### src/rtl/collision_scheduler_pkg.sv
// Shared constants, state encoding and the pair-index to ball-number table
// for the per-frame collision scheduler.
package collision_scheduler_pkg;

  localparam int unsigned NUM_PAIRS = 10;
  localparam int unsigned NUM_BALLS = 5;
  localparam int unsigned SPEED_W   = 11;
  localparam int unsigned PAIR_W    = 4;
  localparam int unsigned BALL_W    = 3;

  typedef enum logic [2:0] {
    StIdle,
    StScan,
    StIssue,
    StWait,
    StDone
  } state_e;

  typedef struct packed {
    logic [BALL_W-1:0] a;
    logic [BALL_W-1:0] b;
  } ball_pair_t;

  function automatic ball_pair_t pair_balls(input logic [PAIR_W-1:0] idx);
    ball_pair_t p;
    case (idx)
      4'd0:    p = '{a: 3'd1, b: 3'd2};
      4'd1:    p = '{a: 3'd1, b: 3'd3};
      4'd2:    p = '{a: 3'd1, b: 3'd4};
      4'd3:    p = '{a: 3'd1, b: 3'd5};
      4'd4:    p = '{a: 3'd2, b: 3'd3};
      4'd5:    p = '{a: 3'd2, b: 3'd4};
      4'd6:    p = '{a: 3'd2, b: 3'd5};
      4'd7:    p = '{a: 3'd3, b: 3'd4};
      4'd8:    p = '{a: 3'd3, b: 3'd5};
      4'd9:    p = '{a: 3'd4, b: 3'd5};
      default: p = '{a: 3'd0, b: 3'd0};
    endcase
    return p;
  endfunction

  // Bit (n-1) set for each ball n taking part in the pair.
  function automatic logic [NUM_BALLS-1:0] pair_mask(input logic [PAIR_W-1:0] idx);
    logic [NUM_BALLS-1:0] m;
    case (idx)
      4'd0:    m = 5'b00011;
      4'd1:    m = 5'b00101;
      4'd2:    m = 5'b01001;
      4'd3:    m = 5'b10001;
      4'd4:    m = 5'b00110;
      4'd5:    m = 5'b01010;
      4'd6:    m = 5'b10010;
      4'd7:    m = 5'b01100;
      4'd8:    m = 5'b10100;
      4'd9:    m = 5'b11000;
      default: m = 5'b00000;
    endcase
    return m;
  endfunction

endpackage

### src/rtl/collision_scheduler.sv
// Once per frame, walks the ball pairs round-robin and issues each eligible pair
// to an external shared collision calculator, one ball claim per frame.
module collision_scheduler
  import collision_scheduler_pkg::*;
#(
  parameter int unsigned TIMEOUT_CYCLES = 64
) (
  input  logic                      clk,
  input  logic                      reset,
  input  logic                      frame_start,
  input  logic [NUM_PAIRS-1:0]      pair_req,
  input  logic [NUM_BALLS-1:0]      ball_pocketed,
  input  logic [NUM_BALLS-1:0]      wall_hit_any,
  output logic                      calc_start,
  output logic [BALL_W-1:0]         calc_ball_a,
  output logic [BALL_W-1:0]         calc_ball_b,
  input  logic                      calc_done,
  input  logic signed [SPEED_W-1:0] calc_xa,
  input  logic signed [SPEED_W-1:0] calc_ya,
  input  logic signed [SPEED_W-1:0] calc_xb,
  input  logic signed [SPEED_W-1:0] calc_yb,
  output logic                      res_valid,
  output logic [PAIR_W-1:0]         res_pair,
  output logic signed [SPEED_W-1:0] res_xa,
  output logic signed [SPEED_W-1:0] res_ya,
  output logic signed [SPEED_W-1:0] res_xb,
  output logic signed [SPEED_W-1:0] res_yb,
  output logic [NUM_PAIRS-1:0]      coll_mask,
  output logic                      frame_done,
  output logic                      overrun,
  output logic                      timeout_err
);

  localparam int unsigned WaitW = $clog2(TIMEOUT_CYCLES + 1);

  state_e               state;
  logic [PAIR_W-1:0]    rr_ptr;
  logic [PAIR_W-1:0]    scan_idx;
  logic [PAIR_W-1:0]    exam_cnt;
  logic [NUM_BALLS-1:0] claimed;
  logic [NUM_BALLS-1:0] snap_pocket;
  logic [NUM_BALLS-1:0] snap_wall;
  logic [NUM_PAIRS-1:0] snap_req;
  logic [NUM_PAIRS-1:0] work_mask;
  logic [WaitW-1:0]     wait_cnt;

  ball_pair_t           cur_pair;
  logic [NUM_BALLS-1:0] cur_mask;
  logic                 eligible;
  logic [PAIR_W-1:0]    next_idx;
  logic [PAIR_W-1:0]    next_rr;

  always_comb begin
    cur_pair = pair_balls(scan_idx);
    cur_mask = pair_mask(scan_idx);
    eligible = snap_req[scan_idx] &&
               (((snap_pocket | snap_wall | claimed) & cur_mask) == '0);
    next_idx = (scan_idx == PAIR_W'(NUM_PAIRS - 1)) ? '0 : scan_idx + 4'd1;
    next_rr  = (rr_ptr == PAIR_W'(NUM_PAIRS - 1)) ? '0 : rr_ptr + 4'd1;
  end

  always_ff @(posedge clk) begin
    if (reset) begin
      state       <= StIdle;
      rr_ptr      <= '0;
      scan_idx    <= '0;
      exam_cnt    <= '0;
      claimed     <= '0;
      snap_pocket <= '0;
      snap_wall   <= '0;
      snap_req    <= '0;
      work_mask   <= '0;
      wait_cnt    <= '0;
      calc_start  <= 1'b0;
      calc_ball_a <= '0;
      calc_ball_b <= '0;
      res_valid   <= 1'b0;
      res_pair    <= '0;
      res_xa      <= '0;
      res_ya      <= '0;
      res_xb      <= '0;
      res_yb      <= '0;
      coll_mask   <= '0;
      frame_done  <= 1'b0;
      overrun     <= 1'b0;
      timeout_err <= 1'b0;
    end else begin
      calc_start <= 1'b0;
      res_valid  <= 1'b0;
      frame_done <= 1'b0;

      // A new frame always restarts the scan; outside IDLE it also drops the
      // current frame, including any calc_done arriving in the same cycle.
      if (frame_start) begin
        if (state != StIdle) overrun <= 1'b1;
        snap_req    <= pair_req;
        snap_pocket <= ball_pocketed;
        snap_wall   <= wall_hit_any;
        claimed     <= '0;
        work_mask   <= '0;
        exam_cnt    <= '0;
        scan_idx    <= rr_ptr;
        state       <= StScan;
      end else begin
        unique case (state)
          StIdle: ;
          StScan: begin
            if (exam_cnt == PAIR_W'(NUM_PAIRS)) begin
              state <= StDone;
            end else if (eligible) begin
              calc_start  <= 1'b1;
              calc_ball_a <= cur_pair.a;
              calc_ball_b <= cur_pair.b;
              state       <= StIssue;
            end else begin
              scan_idx <= next_idx;
              exam_cnt <= exam_cnt + 4'd1;
            end
          end
          StIssue: begin
            wait_cnt <= '0;
            state    <= StWait;
          end
          StWait: begin
            if (calc_done) begin
              res_valid <= 1'b1;
              res_pair  <= scan_idx;
              res_xa    <= calc_xa;
              res_ya    <= calc_ya;
              res_xb    <= calc_xb;
              res_yb    <= calc_yb;
              work_mask <= work_mask | (NUM_PAIRS'(1) << scan_idx);
              claimed   <= claimed | cur_mask;
              scan_idx  <= next_idx;
              exam_cnt  <= exam_cnt + 4'd1;
              state     <= StScan;
            end else if (wait_cnt == WaitW'(TIMEOUT_CYCLES - 1)) begin
              timeout_err <= 1'b1;
              scan_idx    <= next_idx;
              exam_cnt    <= exam_cnt + 4'd1;
              state       <= StScan;
            end else begin
              wait_cnt <= wait_cnt + 1'b1;
            end
          end
          StDone: begin
            coll_mask  <= work_mask;
            frame_done <= 1'b1;
            rr_ptr     <= next_rr;
            state      <= StIdle;
          end
          default: state <= StIdle;
        endcase
      end
    end
  end

endmodule

### config.mk
export PLATFORM = sky130hd
export DESIGN_NAME = collision_scheduler
export DESIGN_NICKNAME = d
export VERILOG_FILES = /design/src/rtl/collision_scheduler_pkg.sv /design/src/rtl/collision_scheduler.sv
export SDC_FILE = /design/constraint.sdc
export NUM_CORES = 1
export LEC_CHECK = 0
export CAP_MARGIN = 25
export CORE_MARGIN = 2
export CORE_UTILIZATION = 34
export DETAILED_ROUTE_END_ITERATION = 16
export SLEW_MARGIN = 15
export SYNTH_ARGS = -nofsm -noshare
export SYNTH_HDL_FRONTEND = slang
export SYNTH_SLANG_ARGS = --single-unit
### constraint.sdc
create_clock -name clk -period 2.6 [get_ports clk]
set_input_delay 0.65 -clock clk [delete_from_list [all_inputs] [get_ports clk]]
set_output_delay 0.65 -clock clk [all_outputs]
set_load 0.1 [all_outputs]
# After elaboration in Yosys (flattened, before gate mapping)
# Memories as Yosys holds them, arrays and structs flattened. A register that Yosys moved wholly into a read port is not among the register bits.
# Cells that the tools add are included.
# W data, S select, Z words.
dict set report word_totals {
  mem_bits_ro 176
  out_inout_bits 69
  n_memories 2
  word_cells 110
  reg_bits 120
  inputBits 68
}
# name depth width read_ports rd_clocked_by_memory_dff wr line_no
set memory_table {}
lappend memory_table {{(no name shown)} 16 6 1 1 0 collision_scheduler_pkg.sv:26} ;# case (idx)
lappend memory_table {{(no name shown)} 16 5 1 1 0 collision_scheduler_pkg.sv:45} ;# case (idx)
dict set report classes {
  reduce_logical 21
  addsub 4
  n_lt_le_gt_ge 1
  muxes 29
  n_eq_ne 19
  shift 1
  bitwise_logic 11
}
# cell count
set op_table {}
lappend op_table {{$mux W4} 13}
lappend op_table {{$reduce_and A4 Y1} 5}
lappend op_table {{$pmux W4 S2} 2}
lappend op_table {{$or A5 B5 Y5} 3}
lappend op_table {{$mux W7} 2}
lappend op_table {{$pmux W7 S2} 1}
lappend op_table {{$add A4 B1 Y4 const B} 3}
lappend op_table {{$eq A4 B4 Y1 const B} 3}
lappend op_table {{$mux W3} 4}
lappend op_table {{$ne A3 B3 Y1 const B} 4}
lappend op_table {{$pmux W3 S4} 1}
lappend op_table {{$ne A2 B2 Y1 const B} 5}
lappend op_table {{$or A10 B10 Y10} 1}
lappend op_table {{$shl A1 B4 Y10 const A} 1}
lappend op_table {{$reduce_and A3 Y1} 3}
lappend op_table {{$ne A4 B4 Y1 const B} 2}
lappend op_table {{$add A7 B1 Y7 const B} 1}
lappend op_table {{$eq A7 B6 Y1 const B} 1}
lappend op_table {{$eq A3 B2 Y1 const B} 2}
lappend op_table {{$not A1 Y1} 6}
lappend op_table {{$reduce_and A2 Y1} 3}
lappend op_table {{$reduce_bool A3 Y1} 2}
lappend op_table {{$and A5 B5 Y5} 1}
lappend op_table {{$logic_not A5 Y1} 1}
lappend op_table {{other kinds (11)} 16}

# Depth between registers and ports, before layout
# Gate-level depths: netlist of run 1.
dict set report logic_depth {
  ltp_word 11
  depth_mapped 14
  mapped_depth_nobuf 14
}

# Worst setup path before layout of run 1
# Ideal clock, no wire load.
dict set report synth_path {
  kind {reg2reg}
  from {reg wait_cnt[0]}
  to {reg cur_mask[4] (netlist name)}
  arrival_ns 2.546
  n_path_buf 0
  period_less_slack_ns 2.687
  path_stages_with_launch 12
  slack_ns -0.087
  setup_ns 0.141
  required_ns 2.459
  path_cell_list {dfxtp_1 > ha_1 > inv_1 > o41ai_1 > a22oi_1 > o211ai_4 > xnor2_1 > a211oi_1 > inv_1 > ha_1 > mux2i_1 > o22ai_1}
}
dict set report synth_via {
  elab_chain_cells 5
}
# item line_no
set synth_lines {}
lappend synth_lines {{from (decl)} collision_scheduler.sv:45} ;# logic [WaitW-1:0] wait_cnt;
lappend synth_lines {{from (signal assigned)} collision_scheduler.sv:143} ;# wait_cnt <= wait_cnt + 1'b1;
lappend synth_lines {{$eq A7 B6 Y1} collision_scheduler.sv:137} ;# end else if (wait_cnt == WaitW'(TIMEOUT_CYCLES - 1)) begin
lappend synth_lines {{$ne A4 B4 Y1 (no source line)} n/a}
lappend synth_lines {{$reduce_and A4 Y1 (no source line)} n/a}
lappend synth_lines {{$mux W4 (no source line) (2 in a row)} n/a}
# No other way between the ends.
# A chain may end at the register's enable or synchronous reset.

# Worst setup path after layout of run 1
dict set report layout_path {
  from {in calc_done}
  to {reg cur_mask[4] (netlist name)}
}
dict set report layout_via {
  elab_chain_cells 5
  word_cells_on_any_way 7
  cone_classes {eq/ne (1); mux (5); reduce/logical (1)}
}
# item line_no
set layout_lines {}
lappend layout_lines {{from (decl)} collision_scheduler.sv:17} ;# input logic calc_done,
lappend layout_lines {{$mux W4} collision_scheduler.sv:125} ;# if (calc_done) begin
lappend layout_lines {{$pmux W4 S2} collision_scheduler.sv:105} ;# unique case (state)
lappend layout_lines {{$mux W4} collision_scheduler.sv:94} ;# if (frame_start) begin
lappend layout_lines {{$mux W4 (no source line) * (2 in a row)} n/a}
# Every way passes the cells marked *; elsewhere a longest branch is shown, timed or not.

==> impl_metrics.env, run 1 <==
export IMPL_status="finished clean"
export IMPL_clkLatencyLatePin_ns=0.42
export IMPL_ctsRootBufferMaster="clkbuf_16"
export IMPL_fp_dieH_um=127
export IMPL_hold_end="res_xb[10]"
export IMPL_design_core_area_um2=14600
export IMPL_clk_pin_slew_worst_paths_ns=0.06
export IMPL_io_buffers=136
export IMPL_dp_cells=907
export IMPL_timing_worst_slew_pin_value_ns=0.589
export IMPL_worstSetupEndpointType="flip-flop"
export IMPL_via_per_inst=4.83
export IMPL_ys_dominant_reg_cell="dfxtp_1"
export IMPL_syn_avg_cell_area_um2=8.76
export IMPL_pin_count=137
export IMPL_finalCritPeriodShare_pct=94.3
export IMPL_ir_worst_vdd_uv=480
export IMPL_antenna_found_initial=0
export IMPL_synthTopCellsByArea="dfxtp_1, nand2_1, a21oi_1, mux2i_1, nor2_1"
export IMPL_avgRoutedWirePerCell_um=14.3
export IMPL_grt_use_total_pct=17.0
export IMPL_fp_row_count=44
export IMPL_ys_seq_elements=131
export IMPL_cp_start_kind="primary input"
export IMPL_place_congestion=0.785
export IMPL_regArea_um2=2620
export IMPL_drtIter0Drc=233
export IMPL_r2r_start="wait_cnt[1]"
export IMPL_detail_route_first_pass_iterations=4
export IMPL_slew_headroom_pct=60.7
export IMPL_hp_start="res_xb[10]"
export IMPL_synth_area_leader_cell="dfxtp_1"
export IMPL_p_total_mw=4.89
export IMPL_fin_hold_ws_ns=0.453
export IMPL_initial_core_util_pct=35.0
export IMPL_hold_violations=0
export IMPL_syn_num_nets=662
export IMPL_r2r_slack_ns=0.17
export IMPL_layout_commonest_cell="nand2_1"
export IMPL_grt_max_degree=60
export IMPL_yosysTopAreaCellShare_pct=51.3
export IMPL_dp_hpwl_mm=9.68
export IMPL_antenna_left=0
export IMPL_synth_edff_count=0
export IMPL_cts_sink_count=131
export IMPL_final_cell_count_no_fill=941
export IMPL_syn_instance_count=583
export IMPL_syn_cell_area_um2=5110
export IMPL_async_flop_share_pct=0
export IMPL_ys_seq_area_share_pct=51.3
export IMPL_die_area_um2=16000
export IMPL_p_leak_nw=2.96
export IMPL_grt_pass1_wl_mm=21.9
export IMPL_critPathKind="primary input to flip-flop"
export IMPL_reg2regPathDepth=11
export IMPL_clk_path_buf_depth=2
export IMPL_crit_arrival_ns=2.75
export IMPL_cts_tree="built"
export IMPL_diodes=0
export IMPL_final_setup_viol_count=0
export IMPL_skew_ns=0.00441
export IMPL_ys_warn_count=0
export IMPL_final_cell_mix="nand2_1, dfxtp_1, buf_4"
export IMPL_min_path_type="flip-flop to flip-flop"
export IMPL_cp_required_ns=2.90
export IMPL_fillers=1363
export IMPL_htreeDepth=4
export IMPL_drc=0
export IMPL_grt_remaining_overflow=0
export IMPL_max_freq_mhz=408
export IMPL_vias=4542
export IMPL_grt_pass1_vias=4495
export IMPL_multiInputGateArea_um2=2370
export IMPL_crit_fanout=8
export IMPL_p_per_area_nw_per_um2=662
export IMPL_fin_crit_ns=2.45
export IMPL_rr_endpoint="cur_mask[4]"
export IMPL_synth_distinct_cells=47
export IMPL_wirelength_mm=13.5
export IMPL_drive_above_1_share_pct=20.7
export IMPL_drv_cap=0
export IMPL_die_x_um=127
export IMPL_area_delta_synth_final_pct=44.6
export IMPL_cts_buffers=17
export IMPL_final_max_slew_viol_count=0
export IMPL_finish_net_count=824
export IMPL_hold_depth=2
-- worst max-delay path by stage --
stage	from	endpoint
detailed placement	calc_done	cur_mask[1]
global route	wait_cnt[1]	cur_mask[4]
floorplan	wait_cnt[0]	cur_mask[1]
CTS	wait_cnt[1]	cur_mask[4]
global placement	calc_done	cur_mask[4]
finish	calc_done	cur_mask[4]
-- routing by layer --
layer / share of wire, % / GRT usage (%) / up-vias
met2: 48 / 27.9 / 100
met1: 46 / 21.3 / 2125
met4: 2.0 / 7.89 / 0
met3: 3.8 / 3.67 / 18
li1: - / - / 2299
met5: 0 / 0 / -
-- critical path, stage by stage --
cell and delay [ns]:
clkdlybuf4s50_1 0.46, inv_1 0.13, o41ai_4 0.10, a22oi_2 0.23, o211ai_4 0.11, buf_4 0.18, mux2i_1 0.15, a211oi_4 0.24
buf_4 0.20, mux2i_1 0.21, o22ai_1 0.09
-- synthesized netlist by cell type (all sizes together), types with 6 or more instances --
cell	instances
nand2	135
dfxtp	131
a21oi	68
nor2	54
mux2i	34
clkbuf	28
a22o	11
ha	11
o21ai	11
inv	9
a211oi	7
nor3	7
buf	6
nand2b	6
nor2b	6
o31ai	6
xor2	6
-- where the power goes --
| part | internal, mW | leakage (nW) | switching (mW) |
|---|---|---|---|
| sequential | 2.04 | 1.06 | 0.0235 |
| combinational | 0.195 | 1.62 | 0.190 |
| clock | 1.58 | 0.285 | 0.861 |
| total | 3.82 | 2.96 | 1.07 |
-- cell families after synthesis --
family / count (synthesis) / share of synthesized area (%)
DFF: 131 / 51.3
AOI/OAI and AO/OA: 122 / 15.1
buffers and inverters: 44 / 3.33
adders and majority gates: 11 / 2.69
xor gates and xnor gates: 9 / 1.54
and+or+nand+nor: 232 / 19.3
muxes: 34 / 6.66
-- state kept, by name (all words and copies together), names as in the netlist, 3 cells and up --
signal and cells:
exam_cnt 4, res_xb 11, snap_wall 5, scan_idx 4, snap_req 10, work_mask 10
res_ya 11, state 3, res_yb 11, snap_pocket 5, wait_cnt 7, res_pair 4
cur_mask 5, res_xa 11, calc_ball_b 3, calc_ball_a 3, coll_mask 10, rr_ptr 4
claimed 5
-- final cells by class --
type,instances,area share (%)
flip-flops and latches,131,35.5
multi-input cells,408,32.1
repair buffers,177,20.6
clock buffers,23,6.47
well taps,184,3.12
clock inverters,8,1.71
inverters,10,0.508
-- through the flow --
step | cell area [um2] | util (%) | setup slack [ns] | TNS, ns
3_3_place_gp | 6730 | 46.1 | -0.303 | -1.16
5_1_grt | 7380 | 50.6 | -0.00735 | -0.00735
6_report | 7380 | 50.6 | 0.148 | 0
3_5_place_dp | 6730 | 46.1 | -0.435 | -1.72
2_1_floorplan | 5120 | - | 0.0864 | 0
4_1_cts | 7340 | 50.3 | 0.0250 | 0
-- repair_timing --
action	4_1_cts	5_1_grt
pin swaps	0	1
gates resized for setup	3	4
setup endpoints to repair	4	4
setup buffers	0	2
gates cloned	0	0
hold buffers	0	0
No activity file was read; power rests on OpenSTA's default activity.
==> run 2, diff against run 1 <==
Settings changed: GPL_TIMING_DRIVEN set to 0.
==> impl_metrics.env, run 2 (same netlist as run 1, synthesis figures left out) <==
export IMPL_status="finished clean"
export IMPL_crit_arrival_ns=1.91
export IMPL_final_area_um2=7510
export IMPL_final_util_pct=51.4
export IMPL_grt_remaining_overflow=0
export IMPL_worstSetupEndpointType="output pin"
export IMPL_regArea_um2=2630
export IMPL_antenna_left=0
export IMPL_rsz0062_at_grt="yes"
export IMPL_max_freq_mhz=391
export IMPL_drc=0
export IMPL_die_x_um=127
export IMPL_grt_max_degree=17
export IMPL_pin_count=137
export IMPL_clk_pin_slew_worst_paths_ns=0.06
export IMPL_fillers=1397
export IMPL_ir_worst_vdd_uv=461
export IMPL_fin_crit_ns=2.56
export IMPL_vias=4610
export IMPL_die_area_um2=16000
export IMPL_p_total_mw=4.91
export IMPL_crit_chain="clkdlybuf4s50_1"
export IMPL_design_core_area_um2=14600
export IMPL_critPathBufInv=1
export IMPL_finish_net_count=826
export IMPL_slowest_stage="clkdlybuf4s50_1"
export IMPL_grt_pass1_vias=4423
export IMPL_detail_route_first_pass_iterations=4
export IMPL_cp_start_kind="flip-flop"
export IMPL_grt_pass1_wl_mm=21.5
export IMPL_drive_above_1_share_pct=9.21
export IMPL_cts_sink_count=131
export IMPL_timing_worst_slew_pin_value_ns=1.02
export IMPL_cts_buffers=17
export IMPL_tns_ns=0
export IMPL_final_cell_count_no_fill=944
export IMPL_fp_row_count=44
export IMPL_skew_ns=0.0149
export IMPL_avgRoutedWirePerCell_um=14.3
export IMPL_pre_cts_ws_ns=-0.720
export IMPL_area_delta_synth_final_pct=46.9
export IMPL_p_leak_nw=2.94
export IMPL_cts_hold_buf=0
export IMPL_dp_cells=903
export IMPL_cp_required_ns=1.95
export IMPL_layout_commonest_cell="nand2_1"
export IMPL_final_setup_viol_count=0
export IMPL_fp_dieH_um=127
export IMPL_place_congestion=0.771
export IMPL_wirelength_mm=13.5
export IMPL_crit_fanout=2
export IMPL_grt_use_total_pct=16.9
export IMPL_io_buffers=136
export IMPL_multiInputGateArea_um2=2370
export IMPL_place_area_um2=6710
export IMPL_clkLatencyLatePin_ns=0.42
export IMPL_dp_hpwl_mm=9.91
export IMPL_slowest_delay_ns=1.15
export IMPL_fin_ws_ns=0.0431
export IMPL_fin_hold_ws_ns=0.453
export IMPL_clk_path_buf_depth=2
export IMPL_final_max_slew_viol_count=0
export IMPL_ctsRootBufferMaster="clkbuf_16"
export IMPL_initial_core_util_pct=35.0
export IMPL_hold_violations=0
export IMPL_drtIter0Drc=161
export IMPL_final_cell_mix="nand2_1, dfxtp_1, clkdlybuf4s50_1"
export IMPL_via_per_inst=4.88
export IMPL_cp_top_family="buffers and inverters"
export IMPL_slew_headroom_pct=31.6
export IMPL_finalCritPeriodShare_pct=98.3
export IMPL_diodes=0
export IMPL_cts_tree="built"
export IMPL_htreeDepth=4
export IMPL_drv_cap=0
export IMPL_p_per_area_nw_per_um2=654
export IMPL_critPathKind="flip-flop to output pin"
export IMPL_antenna_found_initial=0
export IMPL_min_path_type="flip-flop to flip-flop"
[run 2: final timing paths]
| path | slack (ns) | end | depth (start not counted) | from |
|---|---|---|---|---|
| setup / recovery | 0.04 | res_yb[2] | 1 | res_yb[2] |
| hold / removal | 0.45 | coll_mask[7] | 2 | coll_mask[7] |
| setup reg to reg | 0.12 | cur_mask[2] | 12 | scan_idx[0] |
| hold reg to reg | 0.45 | coll_mask[7] | 2 | coll_mask[7] |
[run 2: final cells by class]
cell class	instances	area share, %
well taps	184	3.07
clock buffers	20	6.22
plain buffers	34	1.98
repair buffers	145	19.6
inverters	10	0.500
multi-input cells	408	31.6
flip-flops and latches	131	35.0
clock inverters	12	2.03
[run 2: power breakdown]
| part | switching (mW) | leakage (nW) | total [mW] | internal (mW) |
|---|---|---|---|---|
| clock | 0.870 | 0.294 | 2.45 | 1.58 |
| sequential | 0.0233 | 1.06 | 2.07 | 2.04 |
| combinational | 0.195 | 1.58 | 0.390 | 0.195 |
| total | 1.09 | 2.94 | 4.91 | 3.82 |
[run 2: layer usage]
layer,up-vias,global-route usage (%),wire [um]
met5,-,0,0
met4,0,8.14,245
met3,19,3.92,585
met2,112,28.1,6500
met1,2157,20.7,6220
li1,2322,-,-
[run 2: what timing repair did]
item / 4_1_cts / 5_1_grt
setup endpoints to repair: 15 / 45
gates cloned: 0 / 0
setup buffers: 5 / 4
gates resized for setup: 12 / 27
pin swaps: 3 / 5
==> run 3, diff against run 2 <==
Settings changed: ABC_AREA set to 0, PLACE_DENSITY set to 0.65.
==> impl_metrics.env, run 3 (same netlist as run 1, synthesis figures left out) <==
export IMPL_pin_count=137
export IMPL_vias=4603
export IMPL_hold_depth=2
export IMPL_p_total_mw=4.66
export IMPL_hold_end="res_xa[2]"
export IMPL_r2r_slack_ns=0.09
export IMPL_diodes=0
export IMPL_finalCritPeriodShare_pct=98.2
export IMPL_antenna_left=0
export IMPL_timing_worst_slew_pin_value_ns=1.05
export IMPL_slowest_delay_ns=1.15
export IMPL_place_area_um2=6710
export IMPL_io_buffers=136
export IMPL_cp_start_kind="flip-flop"
export IMPL_power_switching_mw=1.07
export IMPL_fillers=1345
export IMPL_grt_pass1_wl_mm=22.0
export IMPL_worstSetupEndpointType="output pin"
export IMPL_final_cell_count_no_fill=946
export IMPL_slew_headroom_pct=29.8
export IMPL_slowest_stage="clkdlybuf4s50_1"
export IMPL_ir_worst_vdd_uv=419
export IMPL_r2r_start="state[0]"
export IMPL_reg2regPathDepth=12
export IMPL_p_seq_share_pct=44.4
export IMPL_fin_ws_ns=0.0472
export IMPL_drtIter0Drc=266
export IMPL_multiInputGateArea_um2=2410
export IMPL_min_path_type="flip-flop to flip-flop"
export IMPL_design_core_area_um2=14600
export IMPL_p_per_area_nw_per_um2=620
export IMPL_grt_remaining_overflow=0
export IMPL_cp_required_ns=1.95
export IMPL_p_leak_nw=2.98
export IMPL_clk_pin_slew_worst_paths_ns=0.05
export IMPL_die_area_um2=16000
export IMPL_avgRoutedWirePerCell_um=14.6
export IMPL_cts_tree="built"
export IMPL_fin_crit_ns=2.55
export IMPL_p_clk_share_pct=47.0
export IMPL_via_per_inst=4.87
export IMPL_critPathKind="flip-flop to output pin"
export IMPL_intPower_mw=3.59
export IMPL_antenna_found_initial=0
export IMPL_dp_hpwl_mm=9.90
export IMPL_drc=0
export IMPL_critPathBufInv=1
export IMPL_status="finished clean"
export IMPL_cp_top_family="buffers and inverters"
export IMPL_final_setup_viol_count=0
export IMPL_wirelength_mm=13.8
export IMPL_switching_share_pct=23.0
export IMPL_htreeDepth=4
export IMPL_final_cell_mix="nand2_1, dfxtp_1, clkdlybuf4s50_1"
export IMPL_grt_pass1_vias=4501
export IMPL_grt_max_degree=17
export IMPL_drive_above_1_share_pct=9.97
export IMPL_hp_start="res_xa[2]"
export IMPL_hold_violations=0
export IMPL_drv_cap=0
export IMPL_die_x_um=127
export IMPL_cts_buffers=17
export IMPL_ctsRootBufferMaster="clkbuf_16"
export IMPL_skew_ns=0.0133
export IMPL_fin_hold_ws_ns=0.451
export IMPL_grt_use_total_pct=17.2
export IMPL_dp_cells=903
export IMPL_final_area_um2=7510
export IMPL_place_congestion=0.775
export IMPL_detail_route_first_pass_iterations=6
export IMPL_finish_net_count=828
export IMPL_crit_fanout=2
export IMPL_fp_dieH_um=127
export IMPL_layout_commonest_cell="nand2_1"
export IMPL_area_delta_synth_final_pct=47.0
export IMPL_tns_ns=0
export IMPL_crit_chain="clkdlybuf4s50_1"
export IMPL_fp_row_count=44
export IMPL_final_max_slew_viol_count=0
export IMPL_pre_cts_ws_ns=-0.805
export IMPL_final_util_pct=51.5
export IMPL_rsz0062_at_grt="yes"
export IMPL_clk_path_buf_depth=2
export IMPL_rr_endpoint="cur_mask[2]"
export IMPL_initial_core_util_pct=35.0
export IMPL_clkLatencyLatePin_ns=0.41
export IMPL_cts_sink_count=131
export IMPL_max_freq_mhz=392
export IMPL_regArea_um2=2630
export IMPL_crit_arrival_ns=1.90
export IMPL_comb_power_share_pct=8.6
## run 3: repair_timing
action	CTS	global route
pin swaps	5	12
cloned	0	0
hold buffers	0	0
setup buffers	5	6
gates resized for setup	13	41
endpoints found under the setup margin	15	31
## run 3: area by class of cell
type	instances	share of cell area, %
clock buffers	25	6.73
flip-flops and latches	131	35.1
repair buffers	147	19.9
inverters	10	0.533
clock inverters	7	0.633
multi-input cells	408	32.1
well taps	184	3.07
plain buffers	34	2.00
## run 3: how the worst max path moves through the flow
stage / start / to / slack (ns) / cells past startpoint
2_1_floorplan: wait_cnt[0] / cur_mask[1] / 0.09 / 13
3_3_place_gp: calc_done / cur_mask[1] / -0.67 / 13
6_report: res_yb[1] / res_yb[1] / 0.05 / 1
4_1_cts: res_pair[1] / res_pair[1] / 0.007 / 1
3_5_place_dp: calc_done / cur_mask[1] / -0.80 / 13
5_1_grt: wait_cnt[1] / cur_mask[1] / -0.07 / 13
## run 3: metal layers
| metal | wire length (um) | vias to the layer above | share of wire (%) | GRT usage (%) |
|---|---|---|---|---|
| met3 | 760 | 23 | 5.5 | 5.15 |
| li1 | - | 2322 | - | - |
| met4 | 252 | 0 | 1.8 | 6.53 |
| met2 | 6620 | 123 | 48 | 28.7 |
| met1 | 6170 | 2135 | 45 | 20.8 |
| met5 | 0 | - | 0 | 0 |
## run 3: power by group through the flow
stage | clock network (mW) | logic [mW] | registers, mW
floorplan | 0 | 0.172 | 2.13
global route | 2.33 | 0.435 | 2.07
global placement | 0 | 0.354 | 2.11
detailed placement | 0 | 0.361 | 2.11
CTS | 2.23 | 0.382 | 2.07
finish | 2.19 | 0.403 | 2.07
